`src/rtl/pipe_pkg.sv`:
```
// Shared constants and helpers for the pipeline register chain.
// Stage payloads are packed side by side; stage_lsb() locates one of them.
package pipe_pkg;

    localparam int MAX_STAGES = 8;

    // Ceiling log2, usable in constant expressions; clog2(1) is 0.
    function automatic int clog2(input int value);
        int r;
        r = 0;
        for (int v = value - 1; v > 0; v = v >> 1) begin
            r++;
        end
        return r;
    endfunction

    // Lowest bit of stage idx inside a packed STAGES*width payload bus.
    function automatic int stage_lsb(input int idx, input int width);
        return idx * width;
    endfunction

endpackage

```
`src/rtl/pipe_stage.sv`:
```
// One pipeline register: payload plus valid bit.
// Flush beats load, and a bubble loads valid=0 while keeping the old payload.
module pipe_stage
    import pipe_pkg::*;
#(
    parameter int DATA_W = 32
) (
    input  logic              clk,
    input  logic              rst,
    input  logic              advance,
    input  logic              bubble,
    input  logic              flush,
    input  logic              src_valid,
    input  logic [DATA_W-1:0] src_data,
    output logic              valid,
    output logic [DATA_W-1:0] data
);

    logic take;

    assign take = src_valid & ~bubble;

    // NOTE: state registers use non-blocking assignments so every stage samples
    // its neighbour's value from before the edge, which is what makes it a chain.
    always_ff @(posedge clk) begin
        if (rst) begin
            // NOTE: the payload is reset as well as valid, so the whole chain
            // comes out of reset reading all zeros, not stale beats.
            valid <= 1'b0;
            data  <= '0;
        end else if (flush) begin
            valid <= 1'b0;
        end else if (advance) begin
            valid <= take;
            if (take) begin
                data <= src_data;
            end
        end
    end

endmodule

```
`src/rtl/pipe_stage_chain.sv`:
```
// N-stage valid/payload register chain with per-stage hold, flush, global
// enable and a saturating count of the bubbles created by holds.
module pipe_stage_chain
    import pipe_pkg::*;
#(
    parameter int DATA_W = 32,
    parameter int STAGES = 4,
    parameter int CNT_W  = 16
) (
    input  logic                     clk,
    input  logic                     rst,
    input  logic                     enable,
    input  logic                     in_valid,
    input  logic [DATA_W-1:0]        in_data,
    output logic                     in_ready,
    input  logic [STAGES-1:0]        hold,
    input  logic [STAGES-1:0]        flush,
    output logic [STAGES-1:0]        stage_valid,
    output logic [STAGES*DATA_W-1:0] stage_data,
    output logic                     out_valid,
    output logic [DATA_W-1:0]        out_data,
    output logic [CNT_W-1:0]         bubble_cnt
);

    localparam int IDX_W = clog2(MAX_STAGES);

    if (STAGES < 1 || STAGES > MAX_STAGES) begin : g_bad_stages
        $error("pipe_stage_chain: STAGES must be within 1..8");
    end

    logic [STAGES-1:0] frozen;
    logic [IDX_W-1:0]  hold_top;
    logic              hold_any;
    logic              bubble_inc;

    // A hold at stage j freezes j and everything upstream of it.
    always_comb begin
        // NOTE: every combinational output gets a default first, so no path
        // through the block leaves it unassigned and no latch is inferred.
        frozen             = '0;
        frozen[STAGES-1]   = ~enable | hold[STAGES-1];
        for (int i = STAGES - 2; i >= 0; i--) begin
            frozen[i] = frozen[i+1] | hold[i];
        end
    end

    always_comb begin
        hold_top = '0;
        hold_any = 1'b0;
        for (int i = 0; i < STAGES; i++) begin
            if (hold[i]) begin
                hold_top = IDX_W'(i);
                hold_any = 1'b1;
            end
        end
    end

    // The stage just past the highest hold is the one that receives a bubble.
    assign bubble_inc = enable & hold_any & (hold_top < IDX_W'(STAGES - 1));
    assign in_ready   = ~frozen[0];

    for (genvar i = 0; i < STAGES; i++) begin : g_stage
        logic              src_valid;
        logic [DATA_W-1:0] src_data;
        logic              bubble;

        if (i == 0) begin : g_head
            assign src_valid = in_valid;
            assign src_data  = in_data;
            assign bubble    = 1'b0;
        end else begin : g_body
            assign src_valid = stage_valid[i-1];
            assign src_data  = stage_data[stage_lsb(i - 1, DATA_W) +: DATA_W];
            assign bubble    = frozen[i-1];
        end

        pipe_stage #(
            .DATA_W (DATA_W)
        ) u_stage (
            .clk       (clk),
            .rst       (rst),
            .advance   (~frozen[i]),
            .bubble    (bubble),
            .flush     (enable & flush[i]),
            .src_valid (src_valid),
            .src_data  (src_data),
            .valid     (stage_valid[i]),
            .data      (stage_data[stage_lsb(i, DATA_W) +: DATA_W])
        );
    end

    assign out_valid = stage_valid[STAGES-1];
    assign out_data  = stage_data[stage_lsb(STAGES - 1, DATA_W) +: DATA_W];

    always_ff @(posedge clk) begin
        if (rst) begin
            bubble_cnt <= '0;
        end else if (bubble_inc && bubble_cnt != {CNT_W{1'b1}}) begin
            bubble_cnt <= bubble_cnt + CNT_W'(1);
        end
    end

endmodule

```
`config.mk`:
```
export PLATFORM = sky130hd
export DESIGN_NAME = pipe_stage_chain
export DESIGN_NICKNAME = d
export VERILOG_FILES = /design/src/rtl/pipe_pkg.sv /design/src/rtl/pipe_stage.sv /design/src/rtl/pipe_stage_chain.sv
export SDC_FILE = /design/constraint.sdc
export NUM_CORES = 1
export LEC_CHECK = 0
export BUFFER_PORTS_ARGS = -buffer_cell sky130_fd_sc_hd__buf_2
export CORE_MARGIN = 2
export CORE_UTILIZATION = 45
export DETAILED_ROUTE_END_ITERATION = 12
export PLACE_DENSITY_LB_ADDON = 0.08
export SKIP_CTS_REPAIR_TIMING = 1
export SYNTH_ARGS = -nofsm -noshare
export SYNTH_HDL_FRONTEND = slang
export SYNTH_SLANG_ARGS = --single-unit
```
`constraint.sdc`:
```
create_clock -name clk -period 3.58 [get_ports clk]
set_input_delay 0.537 -clock clk [delete_from_list [all_inputs] [get_ports clk]]
set_output_delay 0.537 -clock clk [all_outputs]
set_load 0.05 [all_outputs]
```
==> results.cfg <==
[finish]
drive_above_1_share = 0.322
fill_cells = 1207
final_nets = 867
register_area_sq_um = 2960
area_delta_synth_final_pct = 27.1
multi_input_area_sq_um = 2320
postLayoutCellArea_sq_um = 7300
antenna_cells = 0

[min_path]
min_from = flush[0]
hold_path_depth = 2
hold_end = g_stage[0].u_stage.valid$_SDFFE_PP0N_
hp-class = input pin to flip-flop

[yosys]
syn_area_per_cell_sq_um = 8.86
yosysSeqAreaShare = 0.516
synth.distinct_cells = 37
syn-cell-area_sq_um = 5740
yosys_warnings = 0
syn_nets = 693
ys_ff_latch = 148
syn_inst = 648

[setup_path]
cp.required_ns = 3.86
critPathCaptureType = flip-flop
r2r_start = bubble_cnt[0]$_SDFFE_PP0P_
rr_worst_depth = 5
startpoint_type = flip-flop
slowest_stage = or4b_1
path_delay_family = simple AND/OR/NAND/NOR gates
worstPathArrival_ns = 2.47
path_class = flip-flop to flip-flop
worst_path_largest_cell_delay_ns = 0.68
reg2reg_slack_ns = 1.38
worstReg2RegEnd = bubble_cnt[10]$_SDFFE_PP0P_
crit_path_cell_trace = ha_1, nand4_2, or4b_1, o311ai_0, o41ai_1
cp.buffers_inverters = 0
worstPathMaxFanout = 8

[pwr]
cellLeakagePower_nw = 3.17
intPower_mw = 2.74
power_mw = 3.42
p_comb_frac = 0.025
seqPwrFrac = 0.484
vdd_ir_drop_max_mv = 0.265
p_per_area_nw_per_um2 = 468
switchingPower_mw = 0.679
power.share.clock = 0.491
swShare = 0.199

[global_routing]
antenna_found_initial = 0
grt_pass1_wl_um = 21500
grt_max_degree = 107
met1_usage = 0.257
grt_overflow_total = 0
met2_usage = 0.328
grt_pass1_vias = 4310
grt_use_met3 = 0.0680
grt_busiest_layer = met2
grtUsageTotal = 0.203

[sta]
tightest_slew_ns = 0.788
whs_ns = 0.328
clock.fmax_mhz = 455
slew_headroom = 0.470
finalWorstSetupSlack_ns = 1.38
min_period_ns = 2.20
rsz0062_at_grt = false
fin_crit_sh = 0.614
finalClockSkew_ns = 0.00928
slew_viol_final = 0
hold_viol_final = 0
tns_ns = 0
setup_viol = 0

[cts]
tritoncts = built
path_clk_slew_ns = 0.05
cts_buffers = 17
clk_latency_ns = 0.41
clock_sinks = 148
cts_max_level = 4
root_buffer = clkbuf_16
max-clock-path-buffers = 2

[floorplan]
fp-row-count = 41
die-area_sq_um = 13700
core-area_sq_um = 12500
ios = 226
dieWidth_um = 117
die_h_um = 117
start_util = 0.459

[detailed_routing]
wl_um = 14400
drt.antenna.violating_nets = 0
wl_per_cell_um = 14.4
remaining_drc_errors = 0
drt_iter0_drc = 291
post_drt_via_cell_ratio = 4.85
num_vias = 4876
first_pass_iters = 4

[place]
place_ws_ns = 1.05
port_buffers = 225
hpwlAfterDp_um = 10100
gp_congestion = 0.840
placed_cell_area_sq_um = 6730

[outcome]
outcome = finished, final reports clean

[job]
maxCapViolations = 0
cell families (layout without fill, tap and decap cells):
| kind of cell | Yosys count | in the layout | share of synthesized area |
|---|---|---|---|
| and+or+nand+nor | 254 | 254 | 0.193 |
| muxes | 69 | 69 | 0.121 |
| buffers and inverters | 82 | 267 | 0.0794 |
| AOI/OAI and AO/OA | 94 | 94 | 0.0887 |
| DFF | 148 | 148 | 0.516 |
| adders and majority gates | 1 | 1 | 0.00218 |
power groups by stage:
stage | Sequential, mW | Combinational, mW | Clock, mW
CTS | 1.65 | 0.0855 | 1.71
global route | 1.65 | 0.0941 | 1.78
detailed placement | 1.69 | 0.0854 | 0
floorplan | 1.70 | 0.0383 | 0
global placement | 1.69 | 0.0845 | 0
finish | 1.65 | 0.0856 | 1.68
placed cells by master (no fill, tap or decap), types with 2 or more instances in the layout:
master     instances
mux2i_1           66
clkbuf_16         17
inv_1              4
nand4_1            5
clkbuf_1           4
buf_4              7
or3_1              3
nand2_1          134
or4_1              6
nor4_1             3
nor2_1            74
o31ai_1            8
and4b_2            2
and4_1             2
nand3_1            7
o21ai_0            5
buf_2            224
a21oi_1           76
mux2_2             3
dfxtp_1          148
clkbuf_8           6
buf_12             2
nor2b_1            4
nor4b_1            2
nor3_1             3
worst max-delay path by stage:
stage,startpoint,to,slack (ns),cells past startpoint
final,bubble_cnt[0]$_SDFFE_PP0P_,bubble_cnt[10]$_SDFFE_PP0P_,1.38,5
after global routing,bubble_cnt[0]$_SDFFE_PP0P_,bubble_cnt[10]$_SDFFE_PP0P_,1.25,5
after CTS,bubble_cnt[0]$_SDFFE_PP0P_,bubble_cnt[10]$_SDFFE_PP0P_,1.39,5
after detailed placement,hold[3],g_stage[0].u_stage.data[11]$_SDFFE_PP0P_,1.05,6
after global placement,hold[3],g_stage[0].u_stage.data[19]$_SDFFE_PP0P_,1.13,6
after floorplan,bubble_cnt[1]$_SDFFE_PP0P_,bubble_cnt[10]$_SDFFE_PP0P_,1.25,6
metrics by stage:
stage / util / cells
global route: 0.583 / 1005
detailed placement: 0.538 / 975
finish: 0.583 / 1005
global placement: 0.538 / 975
CTS: 0.583 / 1005
floorplan: - / 648
Yosys cell counts, drive strengths merged:
| master | count | share of area |
|---|---|---|
| and2 | 1 | 0.0011 |
| and4 | 3 | 0.0048 |
| o311ai | 1 | 0.0015 |
| nor4b | 2 | 0.0031 |
| nand4b | 1 | 0.0015 |
| nor2 | 74 | 0.048 |
| o211ai | 1 | 0.0013 |
| nand2 | 134 | 0.088 |
| a21oi | 76 | 0.066 |
| or3 | 3 | 0.0033 |
| nor4 | 3 | 0.0033 |
| nand4 | 6 | 0.0076 |
| mux2i | 66 | 0.12 |
| ha | 1 | 0.0022 |
| o41ai | 1 | 0.0015 |
| o221a | 1 | 0.0020 |
| clkbuf | 31 | 0.020 |
| buf | 47 | 0.056 |
| or4 | 7 | 0.0094 |
| and3 | 1 | 0.0011 |
| inv | 4 | 0.0026 |
| nor2b | 4 | 0.0044 |
| dfxtp | 148 | 0.52 |
| o21ai | 5 | 0.0044 |
| or4b | 1 | 0.0017 |
| nor3b | 1 | 0.0013 |
| a211oi | 1 | 0.0013 |
| nand3 | 7 | 0.0061 |
| o31ai | 8 | 0.010 |
| mux2 | 3 | 0.0059 |
| nor3 | 3 | 0.0026 |
| and4b | 3 | 0.0052 |
area by class of cell:
type                       instances  area share
clock inverter                     3     0.00583
multi-input combinational        418       0.318
inverter                           4     0.00206
tap                              172      0.0295
sequential                       148       0.406
clock buffer                      27      0.0717
timing repair buffer             233       0.166
routing by layer:
layer,vias up,share of wire
met1,2230,0.45
met3,13,0.066
li1,2488,-
met4,0,0.012
met2,145,0.47
met5,-,0
registers in the layout, indices dropped and copies added (netlist names):
| register | flops |
|---|---|
| g_stage.u_stage.data | 128 |
| bubble_cnt | 16 |
| g_stage.u_stage.valid | 4 |
Power figures use the tool's default switching activity.
